$ cat src/rtl/mini_cpu_result_monitor_if.sv
// Result-monitor port bundle: capture inputs, read port, status and counters.
// The slave side is the monitor; the master side is whoever drives and drains it.
interface mini_cpu_result_monitor_if #(
    parameter int DEPTH = 8
);
    localparam int CW = $clog2(DEPTH) + 1;

    // capture side
    logic          STROBE;
    logic [7:0]    RESULT;
    logic          OVERFLOW;
    // read port
    logic          RD_VALID;
    logic          RD_READY;
    logic [8:0]    RD_DATA;
    // status / counters
    logic [CW-1:0] COUNT;
    logic          FULL;
    logic [7:0]    OVF_CNT;
    logic [7:0]    DROP_CNT;
    logic          CLR_CNT;

    modport slave (
        input  STROBE, RESULT, OVERFLOW, RD_READY, CLR_CNT,
        output RD_VALID, RD_DATA, COUNT, FULL, OVF_CNT, DROP_CNT
    );

    modport master (
        output STROBE, RESULT, OVERFLOW, RD_READY, CLR_CNT,
        input  RD_VALID, RD_DATA, COUNT, FULL, OVF_CNT, DROP_CNT
    );
endinterface

$ cat src/rtl/mini_cpu_result_monitor.sv
// MiniCPU result monitor: samples {OVERFLOW, RESULT} on each instruction
// strobe into a small FIFO drained over a valid/ready port, and keeps
// saturating overflow/drop counters. Every output comes from a register.
module mini_cpu_result_monitor #(
    parameter int DEPTH       = 8,
    parameter bit CHANGE_ONLY = 1'b0
) (
    input logic                     CLK,
    input logic                     RST_N,
    mini_cpu_result_monitor_if.slave bus
);
    localparam int PW = $clog2(DEPTH);
    localparam int CW = PW + 1;

    // storage and pointers
    logic [8:0]    mem [DEPTH];
    logic [PW-1:0] wr_ptr;
    logic [PW-1:0] rd_ptr;
    logic [PW-1:0] rd_ptr_inc;

    // occupancy, kept as its own register rather than derived from pointers
    logic [CW-1:0] count_q;
    logic [CW-1:0] count_nxt;
    logic          valid_q;
    logic          full_q;

    // head entry is held in a register so RD_DATA has a defined reset value
    // even though the storage array is never reset
    logic [8:0]    head_q;

    // last pushed sample, used by change-only filtering
    logic [8:0]    last_q;
    logic          last_vld;

    logic [7:0]    ovf_q;
    logic [7:0]    drop_q;

    // per-cycle decisions
    logic [8:0]    sample;
    logic          same_as_last;
    logic          cand;
    logic          pop;
    logic          push;
    logic          drop;
    logic          ovf_inc;

    // Saturating 8-bit counter step. A clear discards the old value but still
    // lets a same-cycle increment land, so clear+increment yields 1.
    function automatic logic [7:0] sat_next(input logic [7:0] cur,
                                            input logic       inc,
                                            input logic       clr);
        logic [7:0] r;
        if (clr)
            r = inc ? 8'd1 : 8'd0;
        else if (inc && cur != 8'hFF)
            r = cur + 8'd1;
        else
            r = cur;
        return r;
    endfunction

    // Capture / push / pop / drop decisions for this cycle.
    always_comb begin
        sample       = {bus.OVERFLOW, bus.RESULT};
        same_as_last = last_vld && (sample == last_q);
        cand         = bus.STROBE && !(CHANGE_ONLY && same_as_last);
        // pop is qualified by the registered valid, so a push into an empty
        // FIFO is never popped in the same cycle
        pop          = valid_q && bus.RD_READY;
        // a full FIFO still accepts when the head leaves in the same cycle
        push         = cand && (!full_q || pop);
        drop         = cand && !push;
        ovf_inc      = push && sample[8];
        rd_ptr_inc   = rd_ptr + PW'(1);
    end

    // Next occupancy: +1 push only, -1 pop only, else unchanged.
    always_comb begin
        count_nxt = count_q;
        if (push && !pop)
            count_nxt = count_q + CW'(1);
        else if (pop && !push)
            count_nxt = count_q - CW'(1);
    end

    // Storage write; contents are deliberately not reset.
    always_ff @(posedge CLK) begin
        if (push)
            mem[wr_ptr] <= sample;
    end

    // Pointers, occupancy and registered status flags.
    always_ff @(posedge CLK or negedge RST_N) begin
        if (!RST_N) begin
            wr_ptr  <= '0;
            rd_ptr  <= '0;
            count_q <= '0;
            valid_q <= 1'b0;
            full_q  <= 1'b0;
        end else begin
            if (push)
                wr_ptr <= wr_ptr + PW'(1);
            if (pop)
                rd_ptr <= rd_ptr_inc;
            count_q <= count_nxt;
            valid_q <= (count_nxt != '0);
            full_q  <= (count_nxt == CW'(DEPTH));
        end
    end

    // Head register: takes the new sample when it becomes the only entry,
    // otherwise follows the storage entry behind the one being popped.
    always_ff @(posedge CLK or negedge RST_N) begin
        if (!RST_N) begin
            head_q <= 9'h000;
        end else if (push && (count_q == '0 || (pop && count_q == CW'(1)))) begin
            head_q <= sample;
        end else if (pop && count_q > CW'(1)) begin
            head_q <= mem[rd_ptr_inc];
        end
    end

    // Last pushed sample and its valid flag.
    always_ff @(posedge CLK or negedge RST_N) begin
        if (!RST_N) begin
            last_q   <= 9'h000;
            last_vld <= 1'b0;
        end else if (push) begin
            last_q   <= sample;
            last_vld <= 1'b1;
        end
    end

    // Saturating overflow and drop counters with synchronous clear.
    always_ff @(posedge CLK or negedge RST_N) begin
        if (!RST_N) begin
            ovf_q  <= 8'd0;
            drop_q <= 8'd0;
        end else begin
            ovf_q  <= sat_next(ovf_q, ovf_inc, bus.CLR_CNT);
            drop_q <= sat_next(drop_q, drop, bus.CLR_CNT);
        end
    end

    assign bus.RD_VALID = valid_q;
    assign bus.RD_DATA  = head_q;
    assign bus.COUNT    = count_q;
    assign bus.FULL     = full_q;
    assign bus.OVF_CNT  = ovf_q;
    assign bus.DROP_CNT = drop_q;

endmodule

$ cat src/flat_wrapper.sv
// flat-port wrapper written by rule: the top's interface ports become plain ports
module mini_cpu_result_monitor_flat 
#(
    parameter int DEPTH       = 8,
    parameter bit CHANGE_ONLY = 1'b0
)
  (CLK, RST_N, bus_STROBE, bus_RESULT, bus_OVERFLOW, bus_RD_READY, bus_CLR_CNT, bus_RD_VALID, bus_RD_DATA, bus_COUNT, bus_FULL, bus_OVF_CNT, bus_DROP_CNT);
  mini_cpu_result_monitor_if #(.DEPTH(DEPTH)) bus_i ();
  input logic CLK;
  input logic RST_N;
  input wire logic [$bits(bus_i.STROBE)-1:0] bus_STROBE;
  input wire logic [$bits(bus_i.RESULT)-1:0] bus_RESULT;
  input wire logic [$bits(bus_i.OVERFLOW)-1:0] bus_OVERFLOW;
  input wire logic [$bits(bus_i.RD_READY)-1:0] bus_RD_READY;
  input wire logic [$bits(bus_i.CLR_CNT)-1:0] bus_CLR_CNT;
  output wire logic [$bits(bus_i.RD_VALID)-1:0] bus_RD_VALID;
  output wire logic [$bits(bus_i.RD_DATA)-1:0] bus_RD_DATA;
  output wire logic [$bits(bus_i.COUNT)-1:0] bus_COUNT;
  output wire logic [$bits(bus_i.FULL)-1:0] bus_FULL;
  output wire logic [$bits(bus_i.OVF_CNT)-1:0] bus_OVF_CNT;
  output wire logic [$bits(bus_i.DROP_CNT)-1:0] bus_DROP_CNT;
  assign bus_i.STROBE = bus_STROBE;
  assign bus_i.RESULT = bus_RESULT;
  assign bus_i.OVERFLOW = bus_OVERFLOW;
  assign bus_i.RD_READY = bus_RD_READY;
  assign bus_i.CLR_CNT = bus_CLR_CNT;
  assign bus_RD_VALID = bus_i.RD_VALID;
  assign bus_RD_DATA = bus_i.RD_DATA;
  assign bus_COUNT = bus_i.COUNT;
  assign bus_FULL = bus_i.FULL;
  assign bus_OVF_CNT = bus_i.OVF_CNT;
  assign bus_DROP_CNT = bus_i.DROP_CNT;
  mini_cpu_result_monitor #(.DEPTH(DEPTH), .CHANGE_ONLY(CHANGE_ONLY)) u_core (.CLK(CLK), .RST_N(RST_N), .bus(bus_i));
endmodule
$ cat config.mk
export PLATFORM = sky130hd
export DESIGN_NAME = mini_cpu_result_monitor_flat
export DESIGN_NICKNAME = d
export VERILOG_FILES = /design/src/rtl/mini_cpu_result_monitor_if.sv /design/src/rtl/mini_cpu_result_monitor.sv /design/src/flat_wrapper.sv
export SDC_FILE = /design/constraint.sdc
export NUM_CORES = 1
export LEC_CHECK = 0
export CAP_MARGIN = 25
export CORE_UTILIZATION = 64
export CTS_BUF_LIST = sky130_fd_sc_hd__clkbuf_8
export CTS_CLUSTER_SIZE = 8
export DETAILED_ROUTE_END_ITERATION = 10
export GPL_TIMING_DRIVEN = 0
export PLACE_DENSITY = 0.95
export SETUP_SLACK_MARGIN = 0.5
export SYNTH_ARGS = -nofsm -noshare
export SYNTH_HDL_FRONTEND = slang
export SYNTH_SLANG_ARGS = --single-unit
$ cat constraint.sdc
create_clock -name CLK -period 6.45 [get_ports CLK]
set_input_delay 1.935 -clock CLK [delete_from_list [all_inputs] [get_ports CLK]]
set_output_delay 1.935 -clock CLK [all_outputs]
set_load 0.02 [all_outputs]
Word-level counts from Yosys, hierarchy flattened
Memory sizes are Yosys's and may differ from the RTL's.
Index checks and enable logic that the tools add are counted.
{ "totals": {"ff_bits": 37, "latchBits": 0, "mem_bits_rw": 72, "rom_bits": 0, "wordCells": 53, "n_memories": 1} }
{ "mem_list": {"columns": ["memory", "words", "width", "rd", "rd_clocked_by_memory_dff", "write_ports", "line", "source"], "rows": [
  ["u_core.mem", 8, 9, 1, 0, 1, "mini_cpu_result_monitor.sv:16", "logic [8:0] mem [DEPTH];"]
]} }
{ "op_classes": {"add_sub_neg": 6, "multipliers": 0, "div_mod_pow": 0, "order_cmp": 1, "eq_ne": 4, "n_shift": 0, "n_mux": 12, "n_bitwise": 0, "reduce_logical": 21} }
{ "ops": {"columns": ["cell", "n"], "rows": [
  ["$mux W8", 4],
  ["$mux W9", 2],
  ["$add A8 B1 Y8 const B", 2],
  ["$ne A8 B8 Y1 const B", 2],
  ["$logic_and A1 B1 Y1", 11],
  ["$mux W4", 2],
  ["$add A3 B1 Y3 const B", 2],
  ["$reduce_bool A2 Y1", 3],
  ["$add A4 B1 Y4 const B", 1],
  ["$eq A4 B1 Y1 const B", 1],
  ["$eq A4 B4 Y1 const B", 1],
  ["$gt A4 B1 Y1 const B", 1],
  ["$logic_not A4 Y1", 1],
  ["$mux W1", 4],
  ["$reduce_bool A4 Y1", 1],
  ["$sub A4 B1 Y4 const B", 1],
  ["$logic_not A1 Y1", 3],
  ["$logic_or A1 B1 Y1", 2]
]} }

Depth between registers and ports, before layout
Gate-level depths: netlist of run 1.
{ "depth": {"depth_word": 8, "ltp_mapped": 7, "depth_no_buf": 6} }

Worst setup path before layout of run 1
Ideal clock, no wire load.
{ "synth_path": {"path_type": "input-to-reg", "start": "input bus_STROBE", "end": "memory u_core.mem[0][0] (enable)", "arrival_time_ns": 3.210, "path_slack_ns": 2.841, "cell_stages": 3, "n_path_buf": 1, "cell_sequence": "buf_2 > nand2_1 > nor4_1"} }
{ "synth_between": {"elab_chain_len": 3} }
{ "synth_rtl": {"columns": ["item", "line", "source"], "rows": [
  ["from (decl)", "flat_wrapper.sv:11", "input wire logic [$bits(bus_i.STROBE)-1:0] bus_STROBE;"],
  ["$logic_and A1 B1 Y1", "mini_cpu_result_monitor.sv:71", "push = cand && (!full_q || pop);"],
  ["$mux W1", "mini_cpu_result_monitor.sv:88", "if (push)"],
  ["$mux W1 (implied by the code)", "mini_cpu_result_monitor.sv:89", "mem[wr_ptr] <= sample;"],
  ["to (decl)", "mini_cpu_result_monitor.sv:16", null]
]} }
Every way passes these cells.

Worst setup path in the final report of run 1
{ "layout_path": {"start": "input bus_STROBE", "end": "memory u_core.mem[3][2] (enable)"} }
Same word-level chain as after synthesis.

==> flow_metrics.env, run 1 <==
export IMPL_power_frac_comb_pct=40.1
export IMPL_slew_violations=0
export IMPL_cp_max_fo=10
export IMPL_cp_cell_sequence="clkdlybuf4s50_1 -> buf_2 -> nand2_1 -> nor3_2"
export IMPL_cts_tree="yes"
export IMPL_grt_max_degree=38
export IMPL_finalHoldViolCount=0
export IMPL_drv_cap=0
export IMPL_synth_distinct_cells=52
export IMPL_fin_tns_setup_ns=0
export IMPL_timing_hold_ws_ns=0.5293
export IMPL_rows=31
export IMPL_place_area_um2=5364
export IMPL_core_region_area_um2=7253
export IMPL_netlist_instances=313
export IMPL_regArea_um2=3088
export IMPL_top_level_ports=45
export IMPL_clock_tree_htree_level_count=3
export IMPL_cp_data_arrival_time_ns=3.83
export IMPL_drc=0
export IMPL_final_cells=473
export IMPL_power_switching_uw=846.6
export IMPL_grt_first_pass_wirelength_um=15460
export IMPL_wl_per_cell_um=21.60
export IMPL_synth_fp_nets=334
export IMPL_initialDrtViolationCount=340
export IMPL_cpMaxStageDelayCell="nor3_2"
export IMPL_n_fill_cell=429
export IMPL_syn_area_per_cell_um2=15.27
export IMPL_status="finished clean"
export IMPL_ant_nets=0
export IMPL_final_core_util_pct=76.80
export IMPL_timing_final_crit_period_ns=3.838
export IMPL_ys_seq_elements=109
export IMPL_via_per_inst=6.459
export IMPL_grt_usage_pct=28.16
export IMPL_grt_remaining_overflow=0
export IMPL_path_clk_slew_ns=0.09
export IMPL_power_mw=2.366
export IMPL_cts_resized_gates=0
export IMPL_port_buffers=43
export IMPL_tightest_slew_ns=0.9399
export IMPL_multi_input_area_um2=1609
export IMPL_dp_slack_ns=2.195
export IMPL_max_freq_ghz=0.2606
export IMPL_grt_pass1_vias=2979
export IMPL_worstSetupPathType="in -> reg"
export IMPL_yosys_top_cells_area="edfxtp_1 (45%), dfrtp_1 (19%), mux4_1 (4.9%)"
export IMPL_area_growth_syn_to_layout_pct=16.57
export IMPL_cts_buffers=9
export IMPL_insertion_delay_ns=0.37
export IMPL_hold_path_class="reg -> reg"
export IMPL_start_util_pct=65.88
export IMPL_die_h_um=88.41
export IMPL_die_w_um=88.41
export IMPL_vdd_drop_max_v=0.0001781
export IMPL_setup_viol=0
export IMPL_nets=390
export IMPL_post_cts_setup_buffer_count=0
export IMPL_synth_top_area_share_pct=45.25
export IMPL_synth_ff_type="edfxtp_1"
export IMPL_num_vias=3055
export IMPL_design_area_um2=5570
export IMPL_cp_end_kind="flip-flop"
export IMPL_dp_cells=457
export IMPL_cpPeakStageDelay_ns=0.81
export IMPL_synth_area_leader_cell="edfxtp_1"
export IMPL_fp_dieArea_um2=7815
export IMPL_drive_gt1_share_pct=14.44
export IMPL_powerDensity_nw_per_um2=424.8
export IMPL_synth_area_um2=4778
export IMPL_fin_skew_ns=0.01531
export IMPL_crit_start="bus_STROBE"
export IMPL_fin_ws_ns=2.612
export IMPL_hold_start="u_core.bus.RD_DATA[2]$_DFFE_PN0P_"
export IMPL_synth_seq_area_share_pct=64.62
export IMPL_p_clk_share_pct=18.0
export IMPL_rsz0062_at_grt="false"
export IMPL_cts_num_sinks=109
export IMPL_dp_hpwl_um=6827
export IMPL_async_flop_share_pct=33.94
export IMPL_wl_um=10220
export IMPL_p_seq_share_pct=41.9
export IMPL_n_antenna_cell=0
export IMPL_slew_headroom_pct=37.00
export IMPL_cts_root_buf="clkbuf_8"
export IMPL_synth_edf_count=72
export IMPL_antenna_found_initial=0
export IMPL_r2r_start="u_core.bus.RD_VALID$_DFF_PN0_"
export IMPL_clockBufferDepth=2
export IMPL_gp_congestion=0.8858
export IMPL_switching_share_pct=35.77
export IMPL_total_leakage_power_nw=2.001
export IMPL_layout_worst_path_cycle_share_pct=59.50
export IMPL_yosys_warnings=0
export IMPL_cp_required_ns=6.45
export IMPL_cp_start_kind="primary input"
export IMPL_cts_hold_buf=0
export IMPL_intPower_mw=1.520
export IMPL_dr_pass1_iters=5
## sequential cells by signal (all words and copies together), names as in the netlist
signal / count
u_core.wr_ptr: 3
u_core.bus.COUNT: 4
u_core.rd_ptr: 3
u_core.bus.RD_DATA: 9
u_core.bus.RD_VALID: 1
u_core.mem: 72
u_core.bus.FULL: 1
u_core.bus.DROP_CNT: 8
u_core.bus.OVF_CNT: 8
## worst max-delay path, delay by kind of cell
kind                   cells  cell delay [ns]
AND/OR/NAND/NOR            2             1.07
buffers and inverters      2             0.81
## routing by layer
layer	vias to the layer above	wire [um]	GRT usage, %	part of all wire [%]
met4	0	311	14.08	3.0
met2	138	5214	46.43	51
met3	26	550	4.944	5.4
met1	1546	4142	36.59	41
li1	1345	-	-	-
met5	-	0	0	0
## logic make-up after synthesis
kind of cell	after synthesis	synth area share [%]
buf+inv	17	2.147
simple gates	91	9.505
flops	109	64.62
compound gates	55	9.087
mux	26	10.95
xor+xnor	8	1.859
fa+ha+maj	7	1.833
## cells in the mapped netlist, drive strengths merged (2+ instances only)
master,count
nand2,32
inv,7
nor2b,2
o211ai,2
a31oi,2
ha,7
a21oi,19
a31o,2
nor2,11
mux2i,5
buf,7
a2111oi,2
mux2,3
edfxtp,72
xnor2,7
or4,5
mux4,18
nor3,6
dfrtp,37
and2,2
and3,3
clkbuf,3
nand4,3
or3,4
a221o,8
o21ai,9
o31ai,4
nand2b,2
nand3,13
nor4,4
## power by group through the flow
stage | logic [mW] | registers (mW) | clock network (mW)
6_report | 0.950 | 0.991 | 0.426
2_1_floorplan | 0.587 | 1.03 | 0
3_5_place_dp | 0.939 | 1.00 | 0
5_1_grt | 1.02 | 1.00 | 0.454
4_1_cts | 0.949 | 0.988 | 0.430
3_3_place_gp | 0.879 | 0.988 | 0
## final timing paths
| kind | slack [ns] | cells after the start | end |
|---|---|---|---|
| worst max-delay path | 2.61 | 4 | u_core.mem[3][2]$_DFFE_PP_ |
| worst min-delay path | 0.53 | 1 | u_core.bus.RD_DATA[2]$_DFFE_PN0P_ |
| worst max register to register | 4.28 | 3 | u_core.mem[3][2]$_DFFE_PP_ |
| worst min register to register | 0.53 | 1 | u_core.bus.RD_DATA[2]$_DFFE_PN0P_ |
| max in group asynchronous | 4.22 | 1 | u_core.wr_ptr[2]$_DFFE_PN0P_ |
| min in group asynchronous | 1.65 | 1 | u_core.bus.COUNT[2]$_DFF_PN0_ |
## layout make-up
cell class | count | share of cell area (%)
multi-input combinational | 187 | 28.89
timing repair buffer | 45 | 7.907
buffer | 10 | 1.370
clock buffer | 10 | 2.471
clock inverter | 6 | 1.235
sequential | 109 | 55.44
tap | 99 | 2.224
inverter | 7 | 0.4717
## cells in the final DEF (no fill, tap or decap), types with 3 or more instances in the layout
cell type,Yosys,final
edfxtp_1,72,72
clkdlybuf4s50_1,0,42
dfrtp_1,37,37
nand2_1,31,31
a21oi_1,19,19
nand3_1,13,13
nor2_1,11,11
clkbuf_8,0,10
mux4_1,9,9
mux4_2,9,9
a221o_1,8,8
xnor2_1,7,7
inv_1,7,7
ha_1,7,7
o21ai_0,6,6
mux2i_1,5,5
or4_1,5,5
buf_2,3,4
or3_1,4,4
o31ai_1,4,4
buf_4,2,4
and3_1,3,3
nor3_1,6,3
nor3_2,0,3
nand4_1,3,3
nor4_1,4,3
Power figures use the tool's default switching activity.
==> run 2: changes to the inputs <==
--- a/config.mk
+++ b/config.mk
@@ -6,12 +6,12 @@
 export NUM_CORES = 1
 export LEC_CHECK = 0
 export CAP_MARGIN = 25
-export CORE_UTILIZATION = 64
+export CORE_UTILIZATION = 53
 export CTS_BUF_LIST = sky130_fd_sc_hd__clkbuf_8
 export CTS_CLUSTER_SIZE = 8
 export DETAILED_ROUTE_END_ITERATION = 10
 export GPL_TIMING_DRIVEN = 0
-export PLACE_DENSITY = 0.95
+export PLACE_DENSITY = 0.9
 export SETUP_SLACK_MARGIN = 0.5
 export SYNTH_ARGS = -nofsm -noshare
 export SYNTH_HDL_FRONTEND = slang
==> constraint.sdc (replaced) <==
create_clock -name CLK -period 3.3 [get_ports CLK]
set_input_delay 0.99 -clock CLK [delete_from_list [all_inputs] [get_ports CLK]]
set_output_delay 0.99 -clock CLK [all_outputs]
set_load 0.02 [all_outputs]
==> run 2 against run 1 <==
Net effect:
- routed wire length fell by 5.6%
- final cell count rose by 1.9%
- power rose by 89%
- utilization fell by 13 points
- global-route usage fell by 6.3 points
- non-clock buffer count did not move
- sequential power rose by 96%
- die area rose by 20%
- final area barely moved
- hold slack got worse by 0.0093 ns
- critical path depth did not move
==> flow_metrics.env, run 2 (synthesis results as in run 1) <==
export IMPL_gp_congestion=0.8326
export IMPL_dp_slack_ns=0.01446
export IMPL_setup_viol=0
export IMPL_design_area_um2=5568
export IMPL_num_vias=3025
export IMPL_cpPeakStageDelay_ns=0.86
export IMPL_port_buffers=43
export IMPL_rsz0062_at_grt="true"
export IMPL_grt_max_degree=38
export IMPL_clockBufferDepth=2
export IMPL_slew_violations=0
export IMPL_layout_worst_path_cycle_share_pct=88.85
export IMPL_rows=34
export IMPL_start_util_pct=54.79
export IMPL_grt_first_pass_wirelength_um=15530
export IMPL_top_register="u_core.mem"
export IMPL_cts_buffers=9
export IMPL_crit_family="simple AND/OR/NAND/NOR gates"
export IMPL_nets=390
export IMPL_area_growth_syn_to_layout_pct=16.52
export IMPL_final_cell_mix="edfxtp_1 (72), clkdlybuf4s50_1 (42), dfrtp_1 (37), nand2_1 (31), a21oi_1 (19)"
export IMPL_cp_data_arrival_time_ns=2.93
export IMPL_n_antenna_cell=0
export IMPL_insertion_delay_ns=0.38
export IMPL_place_area_um2=5375
export IMPL_timing_final_crit_period_ns=2.932
export IMPL_cts_hold_buf=0
export IMPL_total_leakage_power_nw=2.000
export IMPL_cts_tree="yes"
export IMPL_initialDrtViolationCount=229
export IMPL_die_w_um=96.95
export IMPL_vdd_drop_max_v=0.0003702
export IMPL_antenna_found_initial=0
export IMPL_grt_remaining_overflow=0
export IMPL_cpMaxStageDelayCell="nor2_1"
export IMPL_crit_buf_inv=1
export IMPL_dr_pass1_iters=5
export IMPL_drive_gt1_share_pct=14.17
export IMPL_cp_max_fo=9
export IMPL_cts_root_buf="clkbuf_8"
export IMPL_ant_nets=0
export IMPL_max_freq_ghz=0.3411
export IMPL_fp_dieArea_um2=9399
export IMPL_powerDensity_nw_per_um2=805.0
export IMPL_slew_headroom_pct=31.07
export IMPL_wl_per_cell_um=20.01
export IMPL_grt_pass1_vias=3040
export IMPL_fin_skew_ns=0.01816
export IMPL_hold_path_class="reg -> reg"
export IMPL_worstSetupPathType="in -> reg"
export IMPL_drv_cap=0
export IMPL_final_cells=482
export IMPL_clock_tree_htree_level_count=3
export IMPL_cts_num_sinks=109
export IMPL_cp_start_kind="primary input"
export IMPL_mostFrequentLayoutCell="edfxtp_1"
export IMPL_finalHoldViolCount=0
export IMPL_grt_usage_pct=21.81
export IMPL_final_core_util_pct=63.85
export IMPL_post_cts_setup_buffer_count=0
export IMPL_tightest_slew_ns=1.030
export IMPL_dp_hpwl_um=6437
export IMPL_core_region_area_um2=8721
export IMPL_cp_required_ns=3.30
export IMPL_fin_ws_ns=0.3680
export IMPL_status="finished clean"
export IMPL_via_per_inst=6.276
export IMPL_cp_cell_sequence="clkdlybuf4s50_1 -> a21bo_4 -> nand3_1 -> nor2_1"
export IMPL_largest_register_ffs=72
export IMPL_dp_cells=466
export IMPL_power_mw=4.482
export IMPL_drc=0
export IMPL_cp_end_kind="flip-flop"
export IMPL_top_level_ports=45
export IMPL_path_clk_slew_ns=0.11
export IMPL_die_h_um=96.95
export IMPL_wl_um=9646
run 2: cell type report:
class	instances	area, um^2
sequential	109	3088
fill	588	3153
buffer	10	76.32
tap	108	135.1
clock inverter	7	42.54
timing repair buffer	45	440.4
clock buffer	9	123.9
multi-input combinational	187	1635
inverter	7	26.28
run 2: per-stage QoR:
step	hold WS, ns	setup TNS (ns)
floorplan	0.4498	0
global placement	0.4708	-16.94
detailed placement	0.4959	0
CTS	0.5201	0
global route	0.5380	0
finish	0.5200	0
run 2: per-layer routing:
metal	global-route usage (%)	part of all wire [%]	up-vias
li1	-	-	1349
met1	28.00	41	1524
met2	36.08	50	137
met3	5.780	7.6	15
met4	7.577	1.3	0
met5	0	0	-
run 2: worst min-delay path: cells and delay by family (launching register included):
family	cells	cell delay, ns
simple gates	2	0.11
flops	1	0.38
run 2: what timing repair did:
item | 4_1_cts | 5_1_grt
gates resized for setup | 2 | 3
setup endpoints to repair | 50 | 51
pin swaps | 0 | 1
hold endpoints to repair | 0 | 0
run 2: final timing paths:
check / end / slack [ns] / from / cells after the start
min in group asynchronous: u_core.bus.FULL$_DFF_PN0_ / 0.71 / RST_N / 1
worst min-delay path: u_core.rd_ptr[1]$_DFFE_PN0P_ / 0.52 / u_core.rd_ptr[1]$_DFFE_PN0P_ / 2
worst max register to register: u_core.mem[5][2]$_DFFE_PP_ / 1.06 / u_core.bus.RD_VALID$_DFF_PN0_ / 3
worst min register to register: u_core.rd_ptr[1]$_DFFE_PN0P_ / 0.52 / u_core.rd_ptr[1]$_DFFE_PN0P_ / 2
worst max-delay path: u_core.mem[5][2]$_DFFE_PP_ / 0.37 / bus_RD_READY / 4
max in group asynchronous: u_core.wr_ptr[1]$_DFFE_PN0P_ / 2.02 / RST_N / 1
run 2: power breakdown:
part	switching [mW]	internal, mW	leakage [nW]
Sequential	0.203	1.74	1.13
Clock	0.446	0.273	0.0940
Combinational	0.966	0.859	0.780
